<file path="src/rtl/imem_loader_pkg.sv">
// Shared loader definitions: state encodings and datapath widths
// for the instruction-memory loader.
package imem_loader_pkg;

    localparam int WORD_W = 32;
    localparam int BYTE_W = 8;
    localparam int CNT_W  = 16;

    typedef enum logic [2:0] {
        S_IDLE   = 3'd0,
        S_HDR_HI = 3'd1,
        S_HDR_LO = 3'd2,
        S_DATA   = 3'd3,
        S_WRITE  = 3'd4,
        S_CHK    = 3'd5,
        S_DONE   = 3'd6
    } state_t;

endpackage

</file>
<file path="src/rtl/imem_loader_byte_packer.sv">
// Packs four stream bytes into one big-endian 32-bit word.
// word_full flags the byte that completes the current word.
module imem_loader_byte_packer
    import imem_loader_pkg::*;
(
    input  logic              clk,
    input  logic              rst_n,
    input  logic              clr,
    input  logic              shift_en,
    input  logic [BYTE_W-1:0] byte_in,
    output logic [WORD_W-1:0] word,
    output logic              word_full
);

    logic [1:0] cnt;

    always_ff @(posedge clk) begin
        if (!rst_n || clr) begin
            word <= '0;
            cnt  <= 2'd0;
        end else if (shift_en) begin
            word <= {word[WORD_W-BYTE_W-1:0], byte_in};
            cnt  <= cnt + 2'd1;
        end
    end

    assign word_full = shift_en && (cnt == 2'd3);

endmodule

</file>
<file path="src/rtl/imem_loader.sv">
// Byte-stream loader writing packed words into instruction memory.
// Optional LOADER_CHECKSUM_EN adds a trailing XOR checksum byte.
module imem_loader
    import imem_loader_pkg::*;
#(
    parameter int ADDR_W    = 8,
    parameter int BASE_ADDR = 0
) (
    input  logic              clk,
    input  logic              rst_n,
    input  logic              start,
    input  logic [BYTE_W-1:0] in_data,
    input  logic              in_valid,
    output logic              in_ready,
    output logic              imem_we,
    output logic [ADDR_W-1:0] imem_addr,
    output logic [WORD_W-1:0] imem_wdata,
    output logic              cpu_hold,
    output logic              done,
    output logic              err_ovf,
    output logic              chk_err
);

`ifdef LOADER_CHECKSUM_EN
    localparam state_t END_ST = S_CHK;
`else
    localparam state_t END_ST = S_DONE;
`endif

    localparam logic [CNT_W:0] DEPTH = (CNT_W+1)'(2**ADDR_W);
    localparam logic [CNT_W:0] BASE  = (CNT_W+1)'(BASE_ADDR);

    state_t             state;
    state_t             nxt;
    logic [CNT_W-1:0]   count;
    logic [CNT_W-1:0]   idx;
    logic [CNT_W-1:0]   hdr_n;
    logic [CNT_W:0]     addr_w;
    logic [WORD_W-1:0]  word;
    logic               word_full;
    logic               fire;
    logic               shift_en;
    logic               pk_clr;
    logic               ovf;
    logic               last;
    logic               go;

    assign fire     = in_valid && in_ready;
    assign go       = (state == S_IDLE) && start;
    assign shift_en = fire && (state == S_DATA);
    assign pk_clr   = go;
    assign hdr_n    = {count[BYTE_W-1:0], in_data};
    // wide add so addresses past the top are seen, never wrapped
    assign addr_w   = BASE + {1'b0, idx};
    assign ovf      = addr_w >= DEPTH;
    assign last     = (idx + 16'd1) == count;

    imem_loader_byte_packer u_packer (
        .clk       (clk),
        .rst_n     (rst_n),
        .clr       (pk_clr),
        .shift_en  (shift_en),
        .byte_in   (in_data),
        .word      (word),
        .word_full (word_full)
    );

    always_ff @(posedge clk) begin
        if (!rst_n) state <= S_IDLE;
        else        state <= nxt;
    end

    always_comb begin
        nxt = state;
        unique case (state)
            S_IDLE:   if (start) nxt = S_HDR_HI;
            S_HDR_HI: if (fire) nxt = S_HDR_LO;
            S_HDR_LO: if (fire) nxt = (hdr_n == '0) ? END_ST : S_DATA;
            S_DATA:   if (word_full) nxt = S_WRITE;
            S_WRITE:  nxt = last ? END_ST : S_DATA;
            S_CHK:    if (fire) nxt = S_DONE;
            S_DONE:   nxt = S_IDLE;
            default:  nxt = S_IDLE;
        endcase
    end

    always_comb begin
        in_ready = 1'b0;
        imem_we  = 1'b0;
        cpu_hold = 1'b1;
        done     = 1'b0;
        unique case (state)
            S_IDLE:   cpu_hold = 1'b0;
            S_HDR_HI,
            S_HDR_LO,
            S_DATA,
            S_CHK:    in_ready = 1'b1;
            S_WRITE:  imem_we  = !ovf;
            S_DONE:   done     = 1'b1;
            default:  cpu_hold = 1'b1;
        endcase
    end

    assign imem_addr  = (state == S_WRITE) ? addr_w[ADDR_W-1:0] : '0;
    assign imem_wdata = (state == S_WRITE) ? word : '0;

    always_ff @(posedge clk) begin
        if (!rst_n) begin
            count   <= '0;
            idx     <= '0;
            err_ovf <= 1'b0;
        end else begin
            if (go) begin
                count   <= '0;
                idx     <= '0;
                err_ovf <= 1'b0;
            end
            if (fire && (state == S_HDR_HI || state == S_HDR_LO))
                count <= hdr_n;
            if (state == S_WRITE) begin
                idx <= idx + 16'd1;
                if (ovf) err_ovf <= 1'b1;
            end
        end
    end

`ifdef LOADER_CHECKSUM_EN
    logic [BYTE_W-1:0] xsum;

    always_ff @(posedge clk) begin
        if (!rst_n || go) begin
            xsum    <= '0;
            chk_err <= 1'b0;
        end else if (shift_en) begin
            xsum <= xsum ^ in_data;
        end else if (fire && state == S_CHK) begin
            chk_err <= (in_data != xsum);
        end
    end
`else
    assign chk_err = 1'b0;
`endif

endmodule

</file>
<file path="config.mk">
export PLATFORM = sky130hd
export DESIGN_NAME = imem_loader
export DESIGN_NICKNAME = d
export VERILOG_FILES = /design/src/rtl/imem_loader_pkg.sv /design/src/rtl/imem_loader_byte_packer.sv /design/src/rtl/imem_loader.sv
export SDC_FILE = /design/constraint.sdc
export NUM_CORES = 1
export LEC_CHECK = 0
export ABC_AREA = 1
export CORE_MARGIN = 8
export CORE_UTILIZATION = 40
export CTS_CLUSTER_SIZE = 40
export DETAILED_ROUTE_END_ITERATION = 10
export HOLD_SLACK_MARGIN = 0.03
export PLACE_DENSITY = 0.66
export SETUP_SLACK_MARGIN = 0.15
export SYNTH_ARGS = -nofsm -noshare
export SYNTH_HDL_FRONTEND = slang
export SYNTH_HIERARCHICAL = 1
export SYNTH_SLANG_ARGS = --single-unit
</file>
<file path="constraint.sdc">
create_clock -name clk -period 3.8 [get_ports clk]
set_input_delay 1.14 -clock clk [delete_from_list [all_inputs] [get_ports clk]]
set_output_delay 1.14 -clock clk [all_outputs]
set_load 0.01 [all_outputs]
</file>
# == Word-level counts from Yosys, hierarchy flattened ==
# Index checks and enable logic that the tools add are counted.
# word_totals
register_bits,70
latchBits,0
ram_bits,0
mem_bits_ro,0
output_inout_bits,46
mem_count,0
# op_classes
n_addsub,2
mul,0
div_mod_pow,0
magnitude_cmp,1
eq_ne,13
shift,0
mux,20
n_bitwise,0
n_reduce_logical,15
# op_table
op,n
$mux W16,3
$mux W32,1
$mux W3,7
$pmux W3 S6,1
$add A16 B1 Y16 const B,1
$eq A16 B16 Y1,1
$ge A16 B9 Y1 const B,1
$logic_not A16 Y1,1
$eq A3 B3 Y1 const B,3
$mux W8,1
$ne A2 B2 Y1 const B,4
$mux W1,7
$eq A3 B2 Y1 const B,2
$logic_and A1 B1 Y1,5
$reduce_and A5 Y1,1
$reduce_bool A2 Y1,2
$reduce_or A4 Y1,1
$eq A3 B1 Y1 const B,1
$logic_not A3 Y1,1
$add A2 B1 Y2 const B,1
$eq A2 B2 Y1 const B,1
$logic_not A1 Y1,2
$logic_or A1 B1 Y1,2
$ne A2 B1 Y1 const B,1

# == Depth between registers and ports, before layout ==
# Gate-level depths: netlist of run 1.
# logic_depth
depth_word,8
depth_mapped,16
mapped_depth_nobuf,16

# == Modules after synthesis ==
# The synthesis of run 1 kept the hierarchy.
# by_module_without_submodules
mod,instances,cells_per_inst,area_each_um2
imem_loader,1,452,2605.0
imem_loader_byte_packer,1,154,1463.9

# == Least setup slack after synthesis of run 1 ==
# No wires, ideal clock.
# synth_timing
path_kind,input to register
start,in in_valid
end,reg state[1]
arrival_time_ns,2.498
required_time_ns,3.719
setup_slack_ns,1.221
path_stages,13
path_buffers,3
cell_sequence,clkbuf_1 -> inv_1 -> nor2_1 -> buf_6 -> buf_6 -> nand2_1 -> inv_1 -> nor2_1 -> nor3_1 -> nand2_1 -> inv_1 -> o21ai_0 -> a41oi_1
# synth_between
elab_chain_cells,5
word_cells_on_any_way,8
# synth_lines
item,line,source
from (decl),imem_loader.sv:13,"input logic in_valid,"
$logic_and A1 B1 Y1,imem_loader.sv:48,assign fire = in_valid && in_ready;
$logic_and A1 B1 Y1,imem_loader.sv:50,assign shift_en = fire && (state == S_DATA);
net shift_en,imem_loader.sv:42,logic shift_en;
$logic_and A1 B1 Y1,imem_loader_byte_packer.sv:27,assign word_full = shift_en && (cnt == 2'd3);
net word_full,imem_loader.sv:40,logic word_full;
$ne A2 B1 Y1 (no source line),--,
$reduce_and A5 Y1 (no source line),--,
to (signal assigned),imem_loader.sv:70,else state <= nxt;
to (decl),imem_loader.sv:33,state_t state;
# The timed path passes the listed nets, and every way through them passes these cells.
# A chain may end at the register's enable or synchronous reset.

# == Final worst setup path of run 1 ==
# layout_timing
start,reg state[1]
end,out imem_wdata[2]
# layout_between
elab_chain_cells,2
# layout_lines
item,line,source
$eq A3 B3 Y1,imem_loader.sv:105,assign imem_wdata = (state == S_WRITE) ? word : '0;
$mux W32,imem_loader.sv:105,
to (decl),imem_loader.sv:17,"output logic [WORD_W-1:0] imem_wdata,"
# Every way passes these cells.

==> results of run 1 <==
==> flip-flops by register name (all words and copies together), names as in the netlist <==
register       cells
u_packer/word     32
state              3
count             16
u_packer/cnt       2
idx               16
err_ovf            1
==> area by class of cell <==
| class | instances | area (µm²) |
|---|---|---|
| clock buffers | 9 | 124 |
| clock inverters | 7 | 66.3 |
| fillers | 1068 | 5220 |
| inverters | 92 | 353 |
| multi-input cells | 418 | 2120 |
| flip-flops and latches | 70 | 1400 |
| well taps | 136 | 170 |
| repair buffers | 62 | 631 |
==> power groups by stage <==
| stage | logic [mW] | registers (mW) | clock network (mW) |
|---|---|---|---|
| 3_3_place_gp | 0.472 | 0.813 | 0 |
| 4_1_cts | 0.479 | 0.797 | 0.621 |
| 5_1_grt | 0.530 | 0.800 | 0.654 |
| 2_1_floorplan | 0.348 | 0.803 | 0 |
| 6_report | 0.482 | 0.797 | 0.610 |
| 3_5_place_dp | 0.477 | 0.814 | 0 |
==> worst paths after layout <==
check	endpoint	cells after the start	slack, ps	start
worst max-delay path	imem_wdata[2]	5	550	state[1]
worst min-delay path	u_packer/word[31]	2	470	u_packer/word[31]
worst max register to register	state[0]	14	1680	idx[0]
worst min register to register	u_packer/word[31]	2	470	u_packer/word[31]
==> synth_stat cells, drive strengths merged <==
cell	n	area (µm²)
o211ai	2	15.0
nand2	178	763
or2	1	6.26
dlygate4sd1	1	8.76
nor3	3	15.0
nand4	19	119
a21o	1	7.51
clkbuf	11	41.3
a41oi	1	8.76
nor4	5	31.3
xnor2	1	8.76
xnor3	1	22.5
xor2	1	8.76
a21oi	62	427
buf	14	144
ha	3	37.5
nand3	47	235
o22ai	7	43.8
o21bai	1	11.3
nor2	83	352
inv	91	349
o21ai	1	5.00
clkinv	1	3.75
conb	1	3.75
dfxtp	70	1400
==> stage by stage <==
step                instances  hold slack (ps)  util, %  instance area, µm²  power [mW]
global route              794              481     48.2                4870        1.98
detailed placement        778              454     46.4                4680        1.29
finish                    794              466     48.2                4870        1.89
global placement          778              449     46.4                4680        1.29
CTS                       794              468     48.2                4870        1.90
floorplan                 606              439        -                4070        1.15
==> logic make-up (layout without fill, tap and decap cells) <==
kind of cell	Yosys count	in the layout
XOR/XNOR	3	3
other	1	1
adder cells (fa/ha/maj)	3	3
buffers and inverters	118	170
flip-flops	70	70
AO/OA/AOI/OAI	75	75
AND/OR/NAND/NOR	336	336
==> routing by layer <==
metal  wire, µm  part of all wire, %  GRT usage (%)  vias up
met2       4740                   46           25.5       90
met5          0                    0              0        -
met3        612                  5.9           3.49       16
met4        157                  1.5           5.20        0
li1           -                    -              -     1996
met1       4880                   47           21.4     1760
==> worst min-delay path: stages, from the launching register on <==
cell and delay [ps]:
dfxtp_1 320, nand2_1 60, a21oi_1 50
==> results.yml, run 1 <==
run_status:
  run_status: "complete, no violations"
finish:
  mostFrequentLayoutCell: "nand2_1"
  drive_gt1_share_pct: 15.8
  nets: 668
  areaGrowthSynthToFinish_pct: 19.6
  layout.cells.most_common_list: "nand2_1 (140), inv_1 (89), nor2_1 (74)"
  num_antenna_cells: 0
sta:
  layout_worst_path_cycle_share_pct: 85.4
  maxSlewViolCount: 0
  finalCriticalPeriod_ps: 3250
  finClkSkew_ps: 11.2
  postLayoutSetupSlackWorst_ps: 553
  setup_tns_ps: 0
  grt_setup_unrepaired: "no"
  max_clock_freq_mhz: 308
  hold_violations: 0
  report.final.setup_viol: 0
floorplan:
  io_pins: 58
  die_w_um: 117
  design.core.area_um2: 10100
  placementRows: 37
  die-area_um2: 13700
  floorplan.initialDensity_pct: 40.3
  die_h_um: 117
grt:
  grt-ovfl-total: 0
  grt_pass1_vias: 3514
  grt_start_max_net_pins: 36
  gr-usage-all-layers_pct: 16.1
  antenna_found_initial: 0
  grt_pass1_wl_mm: 17.5
setup_path:
  path_delay_family: "buffers and inverters"
  max_stage_delay_ps: 550
  path_class: "reg -> out"
  end_kind: "output pin"
  cp_max_fo: 34
  critPathBufInv: 2
  cp_cell_sequence: "nor2_1 > nand2_1 > buf_12 > nor2_1 > clkdlybuf4s50_1"
  cp-start-kind: "flip-flop"
  critical-path-top-cell-by-count: "nor2_1"
  timing.critical_path.slowest_stage_cell: "clkdlybuf4s50_1"
  worst_ep_arrival_time_ps: 2110
  worst-endpoint-required_ps: 2660
synth:
  synth_top_family_by_area: "simple AND/OR/NAND/NOR gates"
  synth_compound_area_share_pct: 12.7
  mux_contribution_to_synthesized_area_pct: 0
  post_synth.cell_area_avg_um2: 6.71
  xor_xnor_cell_area_share_of_the_yosys_netlist_pct: 0.984
  synth.distinct_cells: 35
  seq_cells_post_synth: 70
  seq_area_frac_synth_pct: 34.4
  synth_fp_nets: 621
  yosysWarnings: 6
  post_synth_instance_area_um2: 4070
  fraction_of_the_mapped_netlist_area_in_simple_logic_gates_pct: 37.4
  synth_fa_ha_area_share_pct: 0.923
  syn_inst: 606
detailed_routing:
  drt_total_wl_mm: 10.4
  via_count: 3862
  remaining_drc_errors: 0
  detail-route-antenna-nets: 0
  drt_iter0_drc: 319
  post_drt_wl_per_cell_um: 13.1
  vias_per_cell: 4.86
  detailedRoute.firstPassIterationCount: 5
hold_path:
  timing.hold.worst.class: "reg -> reg"
power:
  power_frac_comb_pct: 25.5
  peakVddDrop_mv: 0.271
  switchingPower_mw: 0.716
  power_report.internal_total_mw: 1.17
  power_switching_share_pct: 37.9
  power.share.clock_pct: 32.3
  seq_power_share_pct: 42.2
  total_leakage_power_nw: 1.58
  power-per-cell-area_nw_per_um2: 388
place:
  portBuffers: 56
  post-dp-hpwl_mm: 7.70
  gp_routability_congestion: 0.870
  dp_slack_ps: 782
flow_run:
  maxCapViolations: 0
clocking:
  tritoncts: "built"
  clkLatencyLatePin_ps: 360
  post_cts_hold_buffer_count: 0
  cts-htree-levels: 3
  tritoncts.num_buffers: 9
  cts.path.max_buffers: 2
  post-cts-setup-buffers: 0
  cts.reportedPaths.clkPinSlew_ps: 90
  clk_root_buffer_cell: "clkbuf_8"
  clkSinkCount: 70
  post_cts.resized_instances: 0
(Power assumes the default switching activity.)
==> run 2: changes to the inputs <==
CELL_PAD_IN_SITES_DETAIL_PLACEMENT = 1   (was default)
CELL_PAD_IN_SITES_GLOBAL_PLACEMENT = 1   (was default)
CORE_MARGIN = 2   (was 8)
PLACE_DENSITY = 0.86   (was 0.66)
==> results.yml, run 2 (same netlist as run 1, synthesis figures left out) <==
setup_path:
  path_class: "reg -> out"
  worst-endpoint-required_ps: 2660
  cp-start-kind: "flip-flop"
  worst_ep_arrival_time_ps: 2060
  startpoint: "state[1]"
  worst_r2r_endpoint: "state[0]"
  cp_max_fo: 17
  end_kind: "output pin"
  r2r_slack_ps: 1700
  ff2ff_path_depth: 16
  r2r-start: "idx[0]"
finish:
  drive_gt1_share_pct: 15.7
  areaGrowthSynthToFinish_pct: 18.5
  top_regs: "u_packer/word: 32 flops, count: 16 flops, idx: 16 flops"
  num_antenna_cells: 0
  layout.cells.most_common_list: "nand2_1 (140), inv_1 (89), nor2_1 (74)"
  largest-register: "u_packer/word"
  final_area_um2: 4820
  mostFrequentLayoutCell: "nand2_1"
  largest_register_ffs: 32
  nets: 669
detailed_routing:
  length_of_routed_wiring_on_met1_mm: 5.48
  vias_per_cell: 5.10
  via_count: 4035
  detailedRoute.firstPassIterationCount: 5
  met2_length_mm: 5.59
  post_drt_wl_per_cell_um: 14.7
  detail-route-antenna-nets: 0
  drt_iter0_drc: 203
  remaining_drc_errors: 0
  top_signal_layer_used: "met4"
  met3_wirelength_um: 390
  drt_total_wl_mm: 11.6
sta:
  hold_violations: 0
  setup_tns_ps: 0
  timing.slew.headroom_pct: 64.1
  layout_worst_path_cycle_share_pct: 84.3
  grt_setup_unrepaired: "no"
  timing_worst_slew_pin_value_ps: 538
  finalCriticalPeriod_ps: 3200
  maxSlewViolCount: 0
  max_clock_freq_mhz: 312
  report.final.setup_viol: 0
  finClkSkew_ps: 9.61
hold_path:
  timing.hold.worst.class: "reg -> reg"
  hold_depth: 2
  hold_path_startpoint: "err_ovf"
  hold-path-endpoint: "err_ovf"
power:
  peakVddDrop_mv: 0.322
  seq_power_share_pct: 44.0
  power_switching_share_pct: 37.1
  power_frac_comb_pct: 26.8
  power-per-cell-area_nw_per_um2: 376
  power_report.internal_total_mw: 1.14
  total_leakage_power_nw: 1.55
  switchingPower_mw: 0.673
  power.share.clock_pct: 29.2
clocking:
  post_cts_hold_buffer_count: 0
  cts-htree-levels: 3
  cts.reportedPaths.clkPinSlew_ps: 80
  tritoncts.num_buffers: 9
  tritoncts: "built"
  cts.path.max_buffers: 2
  clkLatencyLatePin_ps: 350
  clkSinkCount: 70
  post-cts-setup-buffers: 0
  post_cts.resized_instances: 0
  clk_root_buffer_cell: "clkbuf_8"
place:
  post-dp-hpwl_mm: 8.72
  portBuffers: 56
  gp_routability_congestion: 0.863
  detailed_place.area_um2: 4660
grt:
  antenna_found_initial: 0
  grt_start_max_net_pins: 36
  grt-ovfl-total: 0
  gr-usage-all-layers_pct: 21.4
  grt_pass1_wl_mm: 19.2
  grt_pass1_vias: 3919
floorplan:
  die-area_um2: 11000
  die_w_um: 105
  design.core.area_um2: 9820
  io_pins: 58
  placementRows: 36
  die_h_um: 105
  floorplan.initialDensity_pct: 41.4
run_status:
  run_status: "complete, no violations"
flow_run:
  maxCapViolations: 0
run 2: critical path, cell delays in order, from the launching register on:
cell and delay [ps]:
dfxtp_1 350, nor2_1 190, nand2_1 120, buf_4 220, nor2_1 240, clkdlybuf4s50_1 600
run 2: per-layer routing:
metal / GRT usage, % / vias up
li1: - / 2001
met1: 28.4 / 1939
met4: 6.57 / 0
met5: 0 / -
met3: 3.24 / 13
met2: 35.8 / 82
run 2: metrics by stage:
| stage | cells | utilization [%] | power, mW | setup WS (ps) | hold slack (ps) |
|---|---|---|---|---|---|
| final | 791 | 49.1 | 1.81 | 596 | 474 |
| after global placement | 776 | 47.4 | 1.27 | 883 | 452 |
| after detailed placement | 776 | 47.4 | 1.30 | 811 | 468 |
| after floorplan | 606 | - | 1.15 | 1220 | 439 |
| after CTS | 791 | 49.1 | 1.82 | 603 | 481 |
| after global routing | 791 | 49.1 | 1.92 | 499 | 490 |
run 2: cell type report:
type / instances / area (µm²)
timing repair buffer: 63 / 613
inverter: 92 / 353
fill: 1361 / 5000
tap: 133 / 166
sequential: 70 / 1400
clock inverter: 5 / 37.5
clock buffer: 10 / 128
multi-input combinational: 418 / 2120
run 2: worst max-delay path by stage:
stage	slack, ps	end	cells past startpoint
global route	500	imem_addr[0]	5
floorplan	1220	state[1]	13
CTS	600	imem_addr[0]	5
detailed placement	810	state[1]	11
finish	600	imem_addr[0]	5
global placement	880	u_packer/word[31]	7
run 2: power groups by stage:
stage | clock [mW] | sequential [mW] | combinational (mW)
2_1_floorplan | 0 | 0.803 | 0.348
3_3_place_gp | 0 | 0.811 | 0.461
3_5_place_dp | 0 | 0.815 | 0.483
4_1_cts | 0.540 | 0.797 | 0.487
5_1_grt | 0.579 | 0.802 | 0.537
6_report | 0.530 | 0.798 | 0.487
